**src/rtl/arb_4_req_v.sv**
```systemverilog
// Four-requester arbiter with a per-ownership hold limit and a timeout pulse.
// Define ARB_ROUND_ROBIN_EN for round-robin selection; fixed priority (bit 0 highest) otherwise.
module arb_4_req_v #(
  parameter int unsigned MAX_HOLD = 8
) (
  input  logic       i_clk,
  input  logic       i_rst,
  input  logic [3:0] i_req,
  output logic [3:0] o_grant,
  output logic [1:0] o_code,
  output logic       o_valid,
  output logic       o_timeout
);

  localparam int unsigned CNT_W = $clog2(MAX_HOLD + 1);

  typedef enum logic {IDLE, GRANT} state_t;

  state_t           state, state_nxt;
  logic [CNT_W-1:0] cnt, cnt_nxt;
  logic [3:0]       grant_nxt;
  logic [1:0]       code_nxt;
  logic             valid_nxt;
  logic             timeout_nxt;
  logic [3:0]       others;
  logic             owner_req;
  logic             at_max;
  logic [1:0]       start;
  logic [1:0]       win;

`ifdef ARB_ROUND_ROBIN_EN
  logic [1:0] last, last_nxt;
  assign start = last + 2'd1;
`else
  assign start = 2'd0;
`endif

  // First asserted candidate found when scanning circularly from start.
  function automatic logic [1:0] pick(input logic [3:0] cand, input logic [1:0] first);
    logic [1:0] idx;
    pick = first;
    for (int i = 3; i >= 0; i--) begin
      idx = first + 2'(i);
      if (cand[idx]) pick = idx;
    end
  endfunction

  // In IDLE o_grant is zero, so "others" is simply every request.
  assign others    = i_req & ~o_grant;
  assign owner_req = |(i_req & o_grant);
  assign at_max    = (cnt == CNT_W'(MAX_HOLD));
  assign win       = pick(others, start);

  always_comb begin
    state_nxt   = state;
    cnt_nxt     = cnt;
    grant_nxt   = o_grant;
    code_nxt    = o_code;
    valid_nxt   = o_valid;
    timeout_nxt = 1'b0;
`ifdef ARB_ROUND_ROBIN_EN
    last_nxt    = last;
`endif
    case (state)
      IDLE: begin
        if (|i_req) begin
          state_nxt = GRANT;
          cnt_nxt   = CNT_W'(1);
          grant_nxt = 4'b0001 << win;
          code_nxt  = win;
          valid_nxt = 1'b1;
`ifdef ARB_ROUND_ROBIN_EN
          last_nxt  = win;
`endif
        end
      end
      GRANT: begin
        if (owner_req && !at_max) begin
          cnt_nxt = cnt + CNT_W'(1);
        end else if (|others) begin
          // Hand over directly to the next owner; timeout only if the old owner still wanted it.
          cnt_nxt     = CNT_W'(1);
          grant_nxt   = 4'b0001 << win;
          code_nxt    = win;
          timeout_nxt = owner_req;
`ifdef ARB_ROUND_ROBIN_EN
          last_nxt    = win;
`endif
        end else if (owner_req) begin
          cnt_nxt     = CNT_W'(1);
          timeout_nxt = 1'b1;
        end else begin
          state_nxt = IDLE;
          cnt_nxt   = '0;
          grant_nxt = 4'b0000;
          code_nxt  = 2'b00;
          valid_nxt = 1'b0;
        end
      end
      default: state_nxt = IDLE;
    endcase
  end

  always_ff @(posedge i_clk or posedge i_rst) begin
    if (i_rst) begin
      state     <= IDLE;
      cnt       <= '0;
      o_grant   <= 4'b0000;
      o_code    <= 2'b00;
      o_valid   <= 1'b0;
      o_timeout <= 1'b0;
`ifdef ARB_ROUND_ROBIN_EN
      last      <= 2'd3;
`endif
    end else begin
      state     <= state_nxt;
      cnt       <= cnt_nxt;
      o_grant   <= grant_nxt;
      o_code    <= code_nxt;
      o_valid   <= valid_nxt;
      o_timeout <= timeout_nxt;
`ifdef ARB_ROUND_ROBIN_EN
      last      <= last_nxt;
`endif
    end
  end

endmodule

```
**config.mk**
```make
export PLATFORM = sky130hd
export DESIGN_NAME = arb_4_req_v
export DESIGN_NICKNAME = d
export VERILOG_FILES = /design/src/rtl/arb_4_req_v.sv
export SDC_FILE = /design/constraint.sdc
export NUM_CORES = 1
export LEC_CHECK = 0
export CELL_PAD_IN_SITES_DETAIL_PLACEMENT = 0
export CELL_PAD_IN_SITES_GLOBAL_PLACEMENT = 1
export CORE_MARGIN = 2
export CORE_UTILIZATION = 38
export CTS_CLUSTER_DIAMETER = 120
export DETAILED_ROUTE_END_ITERATION = 8
export GPL_ROUTABILITY_DRIVEN = 0
export GPL_TIMING_DRIVEN = 0
export PLACE_DENSITY_LB_ADDON = 0.12
export SYNTH_ARGS = -nofsm -noshare
export SYNTH_HDL_FRONTEND = slang
export SYNTH_SLANG_ARGS = --single-unit
```
**constraint.sdc**
```tcl
create_clock -name i_clk -period 2.3 [get_ports i_clk]
set_clock_uncertainty 0.2 [all_clocks]
set_input_delay 0.46 -clock i_clk [delete_from_list [all_inputs] [get_ports i_clk]]
set_output_delay 0.46 -clock i_clk [all_outputs]
set_load 0.02 [all_outputs]
```
==> implementation parameters <==
Parameter                              Value

Die
  I/O Pins    14
  Placeable core region    about 1700 um^2
  Height of the die    47.4 um
  Starting utilization of the core area    0.411
  Placement Rows    15
  Full die area    ~2300 um^2
  Horiz. Die Dim    ~47 um

Placement
  Worst slack at placement    -0.0697 ns
  Total placed instance area    a little under 900 um^2
  Final HPWL from detailed placement    a little under 1 mm
  Port bufs    13

Power and ir drop
  Overall power of the completed layout    roughly 1.1 mW
  Worst VDD drop    619 uV
  Total power divided by cell area    1210 nW/um^2
  Leak Pwr    about 0.39 nW

Global routing
  Total routing resource utilization after global routing    0.141
  Via count of the first global-routing pass    499
  Total congestion overflow    0
  Global-route wire length before repair    between 2 and 2.5 mm
  Initial antenna violation count    0
  Pin count of the biggest net entering global routing    14

CTS
  Total clock buffers created by CTS    3
  CTS tree    done
  Count of instances resized after the clock tree is built    0
  Level count of the clock H-tree    1
  Insertion delay to the later sink of the worst-skew pair    approximately 0.28 ns
  TritonCTS sink count    13
  Worst-case clock buffer depth    2
  # Post-CTS Setup Buffers    0
  Clock edge transition at the registers on the reported setup and hold paths    roughly 0.080 ns
  Library cell used as clock root buffer    sky130_fd_sc_hd__clkbuf_4
  Hold_buf cts    0

Detailed routing
  Drt pass-1 iters    3
  DRC violation total after the first TritonRoute iteration    7
  Routed wire length per instance    between 10 and 15 um
  DRC violations left    0
  Final antenna-violating net count    0
  Final wirelength    roughly 1.4 mm
  Vias/cell    approximately 5
  Via count    530

Run
  Number of maximum-capacitance violations    0

Cells and area
  Cell area after layout    a little over 900 um^2
  Multi-input combinational cell area    around 370 um^2
  Sequential Area    325 um^2
  Number of diodes    0
  Count of filler cells inserted in the layout    approximately 170
  Final #Nets    91
  Share of post-route cells with drive strength above 1    0.134
  Layout area overhead    26.2%

Yosys
  Post-Synthesis Cells    between 60 and 70
  Yosys warns    0
  Total standard cell area after synthesis    717 um^2
  Nets in the synthesized netlist    73
  FF+latch count, synth    13
  Mean cell area of the mapped netlist    11.0 um^2
  Number of library cell types mapped by synthesis    29
  Sequential-to-total area share from yosys stat    0.454

Timing
  Sum Neg Setup Slack    0 ns
  Final worst path period share    0.898
  RSZ-0062 raised after global routing    false
  Setup slack after layout    between 0.2 and 0.25 ns
  Hold slack final    between 0.2 and 0.3 ns
  Pin slew with the least headroom to its limit    between 0.4 and 0.5 ns
  Tmin final    between 2 and 2.5 ns
  Rel. slew slack    0.671
  Final hold vios    0
  Max Freq    484 MHz
  Setup-failing EPs final    0
  Final count of pins violating max slew    0

Worst hold path
  Classification of the worst-slack hold path    reg -> reg

Run status
  Result of the run    completed

Worst setup path
  Data arrival time of the critical path    approximately 2.0 ns
  Worst-path maximum fanout    6
  Startpoint types    input pin
  WS Path Type    in -> reg
  Type of destination of the critical path    flip-flop
  Crit-path max cell delay    around 0.48 ns
  Worst Path Required    about 2.3 ns
  Slowest CP cell    sky130_fd_sc_hd__clkdlybuf4s50_1
  Critical Path, Cell by Cell    clkdlybuf4s50_1 > nor4_4 > nand2b_2 > o21ai_4 > mux2_4
-- logic make-up (layout without fill, tap and decap cells) --
| family | after synthesis | after routing | share of synthesized area |
|---|---|---|---|
| AO/OA/AOI/OAI | 19 | 19 | 0.223 |
| adder cells (fa/ha/maj) | 2 | 2 | 0.0349 |
| buffers and inverters | 5 | 22 | 0.0262 |
| flip-flops | 13 | 13 | 0.454 |
| multiplexers | 4 | 4 | 0.0768 |
| AND/OR/NAND/NOR | 22 | 22 | 0.185 |
-- routing by layer --
layer  global-route usage  vias up  wire, um
met3               0.0340        4        60
met4               0.0667        0        21
met2                0.211       12       555
li1                     -      272         -
met1                0.193      242       716
met5                    0        -         0
-- metrics by stage --
stage | util | cells
after global routing | 0.518 | 107
after floorplan | - | 65
after detailed placement | 0.503 | 103
after global placement | 0.503 | 103
final | 0.518 | 107
after CTS | 0.518 | 107
-- sequential cells by signal, summed over array words and instances (netlist names) --
name and cells:
cnt 4, o_code 2, o_grant 4, o_timeout 1, o_valid 1, state 1
-- synth_stat cells (all sizes together) --
cell type,number,area [um^2]
nand3b,1,7.51
nor4,1,21.3
a22o,3,26.3
mux2,3,45.0
inv,5,18.8
a21oi,2,10.0
o211a,2,20.0
nand4,1,6.26
or2,1,6.26
ha,2,25.0
o31ai,1,7.51
o22ai,1,6.26
a41oi,2,25.0
a21boi,1,7.51
nand2b,6,40.0
o21ai,4,35.0
a31oi,2,12.5
mux2i,1,10.0
nor2,2,7.51
dfrtp,13,325
a32o,1,10.0
nand2,7,26.3
nor2b,2,12.5
nand3,1,5.00
-- placed cells by master (no fill, tap or decap), types with 2 or more instances in the layout --
cell type                          n
sky130_fd_sc_hd__a21oi_1           2
sky130_fd_sc_hd__a22o_1            3
sky130_fd_sc_hd__a31oi_1           2
sky130_fd_sc_hd__clkbuf_4          3
sky130_fd_sc_hd__clkdlybuf4s50_1  13
sky130_fd_sc_hd__dfrtp_1          13
sky130_fd_sc_hd__ha_1              2
sky130_fd_sc_hd__inv_1             5
sky130_fd_sc_hd__mux2_4            3
sky130_fd_sc_hd__nand2_1           7
sky130_fd_sc_hd__nand2b_1          5
sky130_fd_sc_hd__nor2_1            2
sky130_fd_sc_hd__nor2b_1           2
sky130_fd_sc_hd__o211a_1           2
-- worst max-delay path: cells and delay by family --
kind | cells | cell delay [ns]
mux | 1 | 0.33
simple gates | 2 | 0.61
compound gates | 1 | 0.16
buf+inv | 1 | 0.48
-- where the power goes --
part	switching (mW)	internal (mW)	total, mW
Sequential	0.0746	0.310	0.385
Clock	0.0786	0.0673	0.146
Combinational	0.277	0.284	0.561
Total	0.430	0.661	1.09
-- cell type report --
| type | instances | area share |
|---|---|---|
| tap | 25 | 0.0346 |
| multi-input combinational | 47 | 0.412 |
| sequential | 13 | 0.360 |
| timing repair buffer | 13 | 0.144 |
| clock buffer | 4 | 0.0290 |
| inverter | 5 | 0.0207 |
-- path summary, 6_finish.rpt --
check	start	to	slack, ns	cells past startpoint
worst max-delay path	i_req[0]	o_code[1]$_DFFE_PP0P_	0.24	5
worst min-delay path	o_valid$_DFFE_PP0P_	o_valid$_DFFE_PP0P_	0.28	2
worst max register to register	cnt[0]$_DFFE_PP0P_	o_code[1]$_DFFE_PP0P_	0.41	6
worst min register to register	o_valid$_DFFE_PP0P_	o_valid$_DFFE_PP0P_	0.28	2
max in group asynchronous	i_rst	o_grant[1]$_DFFE_PP0P_	1.26	2
min in group asynchronous	i_rst	cnt[3]$_DFFE_PP0P_	0.30	2
Power figures use the tool's default switching activity.
